**config.mk**
```make
export PLATFORM = sky130hd
export DESIGN_NAME = reg_operand_fetch
export DESIGN_NICKNAME = d
export VERILOG_FILES = /design/src/rtl/reg_pkg.sv /design/src/rtl/reg_read_mux.sv /design/src/rtl/reg_operand_fetch.sv
export SDC_FILE = /design/constraint.sdc
export NUM_CORES = 1
export LEC_CHECK = 0
export CORE_MARGIN = 2
export CORE_UTILIZATION = 43
export CTS_BUF_LIST = sky130_fd_sc_hd__clkbuf_16
export CTS_CLUSTER_DIAMETER = 150
export DETAILED_ROUTE_END_ITERATION = 8
export PLACE_DENSITY = 0.92
export SYNTH_ARGS = -nofsm -noshare
export SYNTH_HDL_FRONTEND = slang
export SYNTH_HIERARCHICAL = 1
export SYNTH_SLANG_ARGS = --single-unit
```
**constraint.sdc**
```tcl
create_clock -name clk -period 2.3 [get_ports clk]
set_input_delay 0.575 -clock clk [delete_from_list [all_inputs] [get_ports clk]]
set_output_delay 0.575 -clock clk [all_outputs]
set_load 0.03 [all_outputs]
```
**src/rtl/reg_pkg.sv**
```systemverilog
// Shared register-bank geometry, fetch-stage state type and bank slice helper.
package reg_pkg;

  localparam int DATA_W = 16;
  localparam int NREGS  = 16;
  localparam int ADDR_W = 4;
  localparam int CNT_W  = 16;

  typedef enum logic {
    FETCH_EMPTY = 1'b0,
    FETCH_FULL  = 1'b1
  } fetch_state_e;

  // Extract register idx from the flattened bank (register i at bits [DATA_W*i +: DATA_W]).
  function automatic logic [DATA_W-1:0] get_reg(
    input logic [NREGS*DATA_W-1:0] flat,
    input logic [ADDR_W-1:0]       idx
  );
    return flat[DATA_W*int'(idx) +: DATA_W];
  endfunction

endpackage

```
**src/rtl/reg_read_mux.sv**
```systemverilog
// One bank read port with same-cycle write bypass. Purely combinational.
module reg_read_mux
  import reg_pkg::*;
#(
  parameter int DATA_W = reg_pkg::DATA_W,
  parameter int NREGS  = reg_pkg::NREGS,
  parameter int ADDR_W = reg_pkg::ADDR_W
) (
  input  logic [NREGS*DATA_W-1:0] regs_in,
  input  logic [ADDR_W-1:0]       addr,
  input  logic                    wb_en,
  input  logic [ADDR_W-1:0]       wb_addr,
  input  logic [DATA_W-1:0]       wb_data,
  output logic [DATA_W-1:0]       rd_data
);

  logic [DATA_W-1:0] bank_val;

  generate
    if (DATA_W == reg_pkg::DATA_W && NREGS == reg_pkg::NREGS && ADDR_W == reg_pkg::ADDR_W) begin : g_pkg
      // Full-size bank: every address is in range, plain slice.
      always_comb bank_val = get_reg(regs_in, addr);
    end else begin : g_generic
      // Reduced bank: addresses beyond NREGS read as zero.
      always_comb begin
        bank_val = '0;
        for (int unsigned i = 0; i < NREGS; i++) begin
          if (32'(addr) == i) bank_val = regs_in[i*DATA_W +: DATA_W];
        end
      end
    end
  endgenerate

  // A write landing this edge wins over the stale bank contents.
  always_comb rd_data = (wb_en && (wb_addr == addr)) ? wb_data : bank_val;

endmodule

```
**src/rtl/reg_operand_fetch.sv**
```systemverilog
// Operand fetch stage: valid/ready request in, registered bypassed operand pair out,
// held operands kept coherent with bank writes while stalled, saturating stall counter.
module reg_operand_fetch
  import reg_pkg::*;
#(
  parameter int DATA_W = reg_pkg::DATA_W,
  parameter int NREGS  = reg_pkg::NREGS,
  parameter int ADDR_W = reg_pkg::ADDR_W,
  parameter int CNT_W  = reg_pkg::CNT_W
) (
  input  logic                    clk,
  input  logic                    reset,
  input  logic [NREGS*DATA_W-1:0] regs_in,
  input  logic                    wb_en,
  input  logic [ADDR_W-1:0]       wb_addr,
  input  logic [DATA_W-1:0]       wb_data,
  input  logic                    req_valid,
  output logic                    req_ready,
  input  logic [ADDR_W-1:0]       rs_addr,
  input  logic [ADDR_W-1:0]       rt_addr,
  output logic                    op_valid,
  input  logic                    op_ready,
  output logic [DATA_W-1:0]       op_a,
  output logic [DATA_W-1:0]       op_b,
  input  logic                    stall_clr,
  output logic [CNT_W-1:0]        stall_cnt
);

  fetch_state_e      state_q, state_d;
  logic [DATA_W-1:0] op_a_q, op_a_d;
  logic [DATA_W-1:0] op_b_q, op_b_d;
  logic [ADDR_W-1:0] rs_hold_q, rs_hold_d;
  logic [ADDR_W-1:0] rt_hold_q, rt_hold_d;
  logic [CNT_W-1:0]  stall_cnt_q, stall_cnt_d;

  logic [DATA_W-1:0] sel_a, sel_b;
  logic              accept;
  logic              stall;

  reg_read_mux #(.DATA_W(DATA_W), .NREGS(NREGS), .ADDR_W(ADDR_W)) u_mux_rs (
    .regs_in (regs_in),
    .addr    (rs_addr),
    .wb_en   (wb_en),
    .wb_addr (wb_addr),
    .wb_data (wb_data),
    .rd_data (sel_a)
  );

  reg_read_mux #(.DATA_W(DATA_W), .NREGS(NREGS), .ADDR_W(ADDR_W)) u_mux_rt (
    .regs_in (regs_in),
    .addr    (rt_addr),
    .wb_en   (wb_en),
    .wb_addr (wb_addr),
    .wb_data (wb_data),
    .rd_data (sel_b)
  );

  // Handshake: accept whenever the output slot is free or being drained this edge.
  always_comb begin
    req_ready = !reset && ((state_q == FETCH_EMPTY) || op_ready);
    accept    = req_valid && req_ready;
    stall     = (state_q == FETCH_FULL) && !op_ready;
  end

  // Next-state for the output slot: load on accept, drain on consume, refresh while stalled.
  always_comb begin
    state_d   = state_q;
    op_a_d    = op_a_q;
    op_b_d    = op_b_q;
    rs_hold_d = rs_hold_q;
    rt_hold_d = rt_hold_q;
    if (accept) begin
      state_d   = FETCH_FULL;
      op_a_d    = sel_a;
      op_b_d    = sel_b;
      rs_hold_d = rs_addr;
      rt_hold_d = rt_addr;
    end else if (state_q == FETCH_FULL) begin
      if (op_ready) begin
        state_d = FETCH_EMPTY;
      end else begin
        if (wb_en && (wb_addr == rs_hold_q)) op_a_d = wb_data;
        if (wb_en && (wb_addr == rt_hold_q)) op_b_d = wb_data;
      end
    end
  end

  // Stall counter: clear beats increment, increment saturates at all-ones.
  always_comb begin
    stall_cnt_d = stall_cnt_q;
    if (stall_clr) begin
      stall_cnt_d = '0;
    end else if (stall && (stall_cnt_q != '1)) begin
      stall_cnt_d = stall_cnt_q + 1'b1;
    end
  end

  // State registers with synchronous reset taking priority over everything.
  always_ff @(posedge clk) begin
    if (reset) begin
      state_q     <= FETCH_EMPTY;
      op_a_q      <= '0;
      op_b_q      <= '0;
      rs_hold_q   <= '0;
      rt_hold_q   <= '0;
      stall_cnt_q <= '0;
    end else begin
      state_q     <= state_d;
      op_a_q      <= op_a_d;
      op_b_q      <= op_b_d;
      rs_hold_q   <= rs_hold_d;
      rt_hold_q   <= rt_hold_d;
      stall_cnt_q <= stall_cnt_d;
    end
  end

  assign op_valid  = (state_q == FETCH_FULL);
  assign op_a      = op_a_q;
  assign op_b      = op_b_q;
  assign stall_cnt = stall_cnt_q;

endmodule

```
==> reports/summary.json, run 1 <==
{
  "placement.cell_area": {"value": 0.0110, "unit": "mm^2"},
  "synthTopCellsByArea": {"value": "mux4_2, mux2i_1, dfxtp_1, mux2_2, o21ai_0"},
  "drt-vias-per-instance": {"value": 6.08},
  "dieWidth": {"value": 133, "unit": "um"},
  "cell_area_after_synthesis": {"value": 0.00714, "unit": "mm^2"},
  "tns": {"value": 0, "unit": "ps"},
  "setup_violations": {"value": 0},
  "grt-ovfl-total": {"value": 0},
  "pin_count": {"value": 340},
  "synth.avg_cell_area": {"value": 12.0, "unit": "um^2"},
  "unrepaired_setup_endpoints_after_global_routing": {"value": "true"},
  "dp_hpwl": {"value": 24900, "unit": "um"},
  "p_clk_frac": {"value": 0.293},
  "yosys_warnings": {"value": 6},
  "vias": {"value": 7113},
  "antenna_found_initial": {"value": 9},
  "p_per_area": {"value": 404, "unit": "mW/mm^2"},
  "drc": {"value": 0},
  "drt-initial-drc-count": {"value": 536},
  "crit_path_max_incr_delay": {"value": 500, "unit": "ps"},
  "die_height": {"value": 133, "unit": "um"},
  "cts_clk_pin_slew_worst_paths": {"value": 60, "unit": "ps"},
  "least_margin_pin_slew": {"value": 650, "unit": "ps"},
  "synthFlopType": {"value": "dfxtp_1"},
  "most-common-layout-cells": {"value": "clkdlybuf4s50_1, mux4_2, mux2i_1"},
  "critPathLaunchType": {"value": "input port"},
  "area_growth_syn_to_layout": {"value": 59.5, "unit": "%"},
  "grt_start_max_net_pins": {"value": 49},
  "tritoncts": {"value": "yes"},
  "cts_hold_buf": {"value": 0},
  "synth.yosys.seq_area_share": {"value": 0.160},
  "yosys.area.top_type_share": {"value": 0.404},
  "worstPathRequired": {"value": 2470, "unit": "ps"},
  "worstReg2RegEnd": {"value": "stall_cnt[9]"},
  "p_leak": {"value": 4.41, "unit": "nW"},
  "layout-drive-gt1-share": {"value": 0.263},
  "synth_edf_count": {"value": 0},
  "max_fanout_on_critical_path": {"value": 8},
  "finalHoldWorstSlack": {"value": 489, "unit": "ps"},
  "max_cap_violations": {"value": 0},
  "tritoncts.num_buffers": {"value": 9},
  "final_design_area_no_fill": {"value": 0.0114, "unit": "mm^2"},
  "netlist_instances": {"value": 594},
  "port_buffers": {"value": 339},
  "async_flop_share": {"value": 0},
  "power.ir.vdd_worst": {"value": 0.384, "unit": "mV"},
  "layout.cells.most_common": {"value": "clkdlybuf4s50_1"},
  "layout_min_cycle_time": {"value": 2240, "unit": "ps"},
  "cts-htree-levels": {"value": 3},
  "die_area": {"value": 0.0176, "unit": "mm^2"},
  "starting_density_of_the_core": {"value": 0.435},
  "max-clock-path-buffers": {"value": 2},
  "ff2ff_setup_slack": {"value": 420, "unit": "ps"},
  "first_global_vias": {"value": 7628},
  "pwr-share-comb": {"value": 0.464},
  "nets": {"value": 1229},
  "hold_path_stages": {"value": 2},
  "timing.final.hold_violations": {"value": 0},
  "timing.critical_path.cells": {"value": "buf_4 > buf_4 > mux4_2 > mux2i_1 > mux2i_1 > mux2_2 > nand2_1 > o21ai_0"},
  "net-switching-power": {"value": 1.46, "unit": "mW"},
  "netSwitchingFraction": {"value": 0.317},
  "cts.repair.resized": {"value": 1},
  "total_setup_buffers_inserted_after_cts": {"value": 0},
  "path_class": {"value": "in -> reg"},
  "grt_util_all_layers": {"value": 0.340},
  "power_frac_seq": {"value": 0.243},
  "timing.final.max_slew_violations": {"value": 0},
  "max-slew-margin-rel": {"value": 0.567},
  "ctsRootBufferMaster": {"value": "clkbuf_16"},
  "synthDistinctLibCells": {"value": 37},
  "num-fill-cells": {"value": 1189},
  "min_delay_worst_endpoint": {"value": "rt_hold_q[1]"},
  "clock-sinks": {"value": 57},
  "antenna_violating_nets_post_route": {"value": 0},
  "skew_pair_late_insertion_delay": {"value": 320, "unit": "ps"},
  "final.period_utilization": {"value": 0.973},
  "synth_area_leader_cell": {"value": "mux4_2"},
  "first_pass_iters": {"value": 4},
  "critPathCaptureType": {"value": "flip-flop"},
  "rr_startpoint": {"value": "stall_cnt[0]"},
  "timing.critical_path.slowest_stage_cell": {"value": "mux4_2"},
  "detail_route.wl_per_cell": {"value": 25.8, "unit": "um"},
  "finalClockSkew": {"value": 7.65, "unit": "ps"},
  "outcome": {"value": "finished clean"},
  "worst_hold_startpoint": {"value": "rt_hold_q[1]"},
  "placementRows": {"value": 47},
  "clock.fmax": {"value": 447, "unit": "MHz"},
  "worst_r2r_path_depth": {"value": 5},
  "postSynthRegisterBits": {"value": 57},
  "power_report.internal_total": {"value": 3.14, "unit": "mW"},
  "place_congestion": {"value": 0.873},
  "hold_class": {"value": "reg -> reg"},
  "core-area": {"value": 0.0164, "unit": "mm^2"},
  "drt-total-wl": {"value": 30100, "unit": "um"},
  "synth_fp_nets": {"value": 885},
  "timing.critical_path.arrival": {"value": 2410, "unit": "ps"},
  "grt_pass1_wl": {"value": 44800, "unit": "um"}
}
layer usage:
layer  share of wire  vias to the layer above  wire length (um)  global-route usage
met1            0.37                     3484             11100               0.405
met2            0.49                      455             14800               0.574
li1                -                     3088                 -                   -
met3           0.094                       82              2820               0.103
met4           0.045                        4              1360               0.144
met5         0.00090                        -                27                   0
final cells by class:
type | count | area, um^2 | area share
well taps | 220 | 275 | 0.0242
repair buffers | 391 | 3990 | 0.350
flip-flops and latches | 57 | 1140 | 0.100
diodes | 6 | 15.0 | 0.00132
clock buffers | 9 | 225 | 0.0198
multi-input cells | 478 | 5670 | 0.498
inverters | 1 | 3.75 | 0.000330
clock inverters | 7 | 70.1 | 0.00616
flip-flops by register name, indices dropped and copies added, names as in the netlist:
signal,count
rt_hold_q,4
rs_hold_q,4
stall_cnt,16
op_b,16
op_a,16
op_valid,1
worst max path at each step:
stage / startpoint / endpoint / slack (ps) / cells past startpoint
finish: rt_addr[0] / op_b[1] / 60 / 8
floorplan: rs_addr[2] / op_a[12] / 150 / 7
CTS: rs_addr[0] / op_a[9] / 20 / 9
global route: rt_addr[0] / op_b[9] / -6 / 9
detailed placement: rs_addr[0] / op_a[8] / -340 / 8
global placement: rs_addr[0] / op_a[8] / -330 / 8
power groups by stage:
stage | Combinational [mW] | Clock [mW] | Sequential [mW]
after floorplan | 0.938 | 0 | 1.25
after global placement | 2.03 | 0 | 1.14
after detailed placement | 2.09 | 0 | 1.14
after CTS | 2.10 | 1.36 | 1.12
after global routing | 2.23 | 1.40 | 1.13
final | 2.13 | 1.35 | 1.12
Yosys cell counts, types with 4 or more instances:
cell type and instances:
buf_6 14, nand2_1 46, nand4_1 9, o21ai_0 40, nand2b_1 9, nor3_1 4
clkbuf_1 15, mux2_2 32, mux2i_1 128, nand3_1 6, buf_2 22, xor2_1 16
buf_1 5, xnor2_1 13, nor2_1 21, mux4_2 128, dfxtp_1 57
stage by stage:
stage,util,power (mW),setup WS (ps),std cells
3_5_place_dp,0.672,3.23,-341,1147
4_1_cts,0.690,4.57,15.5,1163
3_3_place_gp,0.672,3.17,-329,1147
6_report,0.694,4.60,62.8,1169
5_1_grt,0.694,4.76,-5.73,1168
2_1_floorplan,-,2.19,153,594
kinds of logic (layout without fill, tap and decap cells):
kind of cell / after synthesis / count (layout) / share of synthesized area
DFF: 57 / 57 / 0.160
and+or+nand+nor: 113 / 113 / 0.0838
xor gates and xnor gates: 29 / 29 / 0.0356
AOI/OAI and AO/OA: 47 / 47 / 0.0344
muxes: 288 / 288 / 0.634
adders and majority gates: 1 / 1 / 0.00175
buffers and inverters: 59 / 408 / 0.0507
other: 0 / 6 / 0
critical path: cells and delay by family:
family	cells	cell delay, ps
multiplexers	4	1270
AND/OR/NAND/NOR	1	60
buffers and inverters	2	410
AO/OA/AOI/OAI	1	90
Note: power is estimated with default switching activity, not from simulation.
==> inputs of run 2 (changes only) <==
--- a/config.mk
+++ b/config.mk
@@ -11,6 +11,7 @@
 export CTS_CLUSTER_DIAMETER = 150
 export DETAILED_ROUTE_END_ITERATION = 8
 export PLACE_DENSITY = 0.92
+export SETUP_SLACK_MARGIN = 0.05
 export SYNTH_ARGS = -nofsm -noshare
 export SYNTH_HDL_FRONTEND = slang
 export SYNTH_HIERARCHICAL = 1
==> run 2 against run 1 <==
Total power rose by 0.66%. Wire length rose by 1.8%. Clock power barely moved. Via count rose by 1.0%. Global-route usage rose by 0.22 points.
==> reports/summary.json, run 2 (synthesis results as in run 1) <==
{
  "core-area": {"value": 0.0164, "unit": "mm^2"},
  "max-slew-margin-rel": {"value": 0.575},
  "area_growth_syn_to_layout": {"value": 60.8, "unit": "%"},
  "max_cap_violations": {"value": 0},
  "detail_route.wl_per_cell": {"value": 26.1, "unit": "um"},
  "skew_pair_late_insertion_delay": {"value": 320, "unit": "ps"},
  "first_pass_iters": {"value": 4},
  "ctsRootBufferMaster": {"value": "clkbuf_16"},
  "cp.depth": {"value": 8},
  "power.ir.vdd_worst": {"value": 0.383, "unit": "mV"},
  "number_of_placed_instances_with_taps_included": {"value": 1147},
  "unrepaired_setup_endpoints_after_global_routing": {"value": "true"},
  "hold_class": {"value": "reg -> reg"},
  "critPathTopFamily": {"value": "multiplexers"},
  "timing.critical_path.arrival": {"value": 2480, "unit": "ps"},
  "worstPathRequired": {"value": 2480, "unit": "ps"},
  "nets": {"value": 1235},
  "tritoncts": {"value": "yes"},
  "worst_r2r_path_depth": {"value": 5},
  "pin_count": {"value": 340},
  "dieWidth": {"value": 133, "unit": "um"},
  "first_global_vias": {"value": 7627},
  "tritoncts.num_buffers": {"value": 9},
  "layout.cells.most_common": {"value": "clkdlybuf4s50_1"},
  "finalClockSkew": {"value": 8.33, "unit": "ps"},
  "timing.critical_path.slowest_stage_cell": {"value": "mux4_2"},
  "least_margin_pin_slew": {"value": 637, "unit": "ps"},
  "p_per_area": {"value": 403, "unit": "mW/mm^2"},
  "antenna_violating_nets_post_route": {"value": 0},
  "starting_density_of_the_core": {"value": 0.435},
  "finish.cell_count_without_fillers": {"value": 1176},
  "layout_min_cycle_time": {"value": 2300, "unit": "ps"},
  "grt_start_max_net_pins": {"value": 49},
  "timing.critical_path.cells": {"value": "clkdlybuf4s50_1 > mux4_2 > mux2i_2 > buf_4 > mux2i_1 > mux2_2 > nand2_1 > o21ai_1"},
  "clock.fmax": {"value": 435, "unit": "MHz"},
  "drt-total-wl": {"value": 30700, "unit": "um"},
  "grt-ovfl-total": {"value": 0},
  "antenna_found_initial": {"value": 7},
  "critPathLaunchType": {"value": "input port"},
  "max_fanout_on_critical_path": {"value": 2},
  "final.period_utilization": {"value": 0.999},
  "layout-drive-gt1-share": {"value": 0.273},
  "drc": {"value": 0},
  "most-common-layout-cells": {"value": "clkdlybuf4s50_1, mux4_2, mux2i_1"},
  "vias": {"value": 7185},
  "hold_path_stages": {"value": 2},
  "drt-vias-per-instance": {"value": 6.11},
  "timing.final.hold_violations": {"value": 0},
  "path_class": {"value": "in -> reg"},
  "p_leak": {"value": 4.46, "unit": "nW"},
  "crit_path_max_incr_delay": {"value": 520, "unit": "ps"},
  "path_buf_inv": {"value": 2},
  "placement.cell_area": {"value": 0.0110, "unit": "mm^2"},
  "cts_clk_pin_slew_worst_paths": {"value": 60, "unit": "ps"},
  "clock-sinks": {"value": 57},
  "max-clock-path-buffers": {"value": 2},
  "critPathCaptureType": {"value": "flip-flop"},
  "cts-htree-levels": {"value": 3},
  "die_height": {"value": 133, "unit": "um"},
  "timing.final.max_slew_violations": {"value": 0},
  "placementRows": {"value": 47},
  "drt-initial-drc-count": {"value": 516},
  "port_buffers": {"value": 339},
  "final_design_area_no_fill": {"value": 0.0115, "unit": "mm^2"},
  "outcome": {"value": "finished clean"},
  "grt_util_all_layers": {"value": 0.343},
  "die_area": {"value": 0.0176, "unit": "mm^2"},
  "grt_pass1_wl": {"value": 45000, "unit": "um"},
  "place_congestion": {"value": 0.873},
  "dp_hpwl": {"value": 24900, "unit": "um"},
  "setup_violations": {"value": 0}
}
[run 2: layout make-up]
class	count	area [um^2]
multi-input combinational	478	5690
fill	1174	4930
timing repair buffer	397	4060
sequential	57	1140
tap	220	275
clock buffer	9	225
clock inverter	7	70.1
antenna	7	17.5
inverter	1	3.75
[run 2: path summary, 6_finish.rpt]
kind,startpoint,endpoint,slack (ps)
worst min register to register,rt_hold_q[1],rt_hold_q[1],490
worst max-delay path,regs_in[169],op_a[9],2
worst min-delay path,rt_hold_q[1],rt_hold_q[1],490
worst max register to register,stall_cnt[0],stall_cnt[9],420
[run 2: worst min-delay path, delay by kind of cell (launching register included)]
| kind | cells | cell delay [ps] |
|---|---|---|
| AO/OA/AOI/OAI | 1 | 60 |
| flip-flops | 1 | 320 |
| AND/OR/NAND/NOR | 1 | 60 |
[run 2: power by group]
part	internal [mW]	switching, mW
sequential	1.06	0.0571
clock	0.836	0.509
combinational	1.26	0.906
[run 2: metal layers]
metal / wire [um] / part of all wire / global-route usage / up-vias
met4: 1480 / 0.048 / 0.153 / 2
met1: 11400 / 0.37 / 0.408 / 3530
li1: - / - / - / 3092
met2: 14900 / 0.49 / 0.574 / 475
met3: 2850 / 0.093 / 0.102 / 86
met5: 13 / 0.00042 / 0 / -
[run 2: timing repair]
item	CTS	global route
gates cloned	1	0
endpoints found under the setup margin	3	16
hold buffers	0	0
resized for setup	2	15
buffers inserted	0	5
[run 2: per-stage QoR]
| stage | power (mW) | setup WS (ps) | TNS (ps) | hold WS [ps] | util |
|---|---|---|---|---|---|
| 2_1_floorplan | 2.19 | 153 | 0 | 461 | - |
| 3_3_place_gp | 3.17 | -329 | -5260 | 473 | 0.672 |
| 3_5_place_dp | 3.23 | -341 | -6400 | 480 | 0.672 |
| 4_1_cts | 4.59 | 65.8 | 0 | 489 | 0.692 |
| 5_1_grt | 4.78 | -19.7 | -19.7 | 516 | 0.699 |
| 6_report | 4.63 | 1.83 | 0 | 489 | 0.699 |
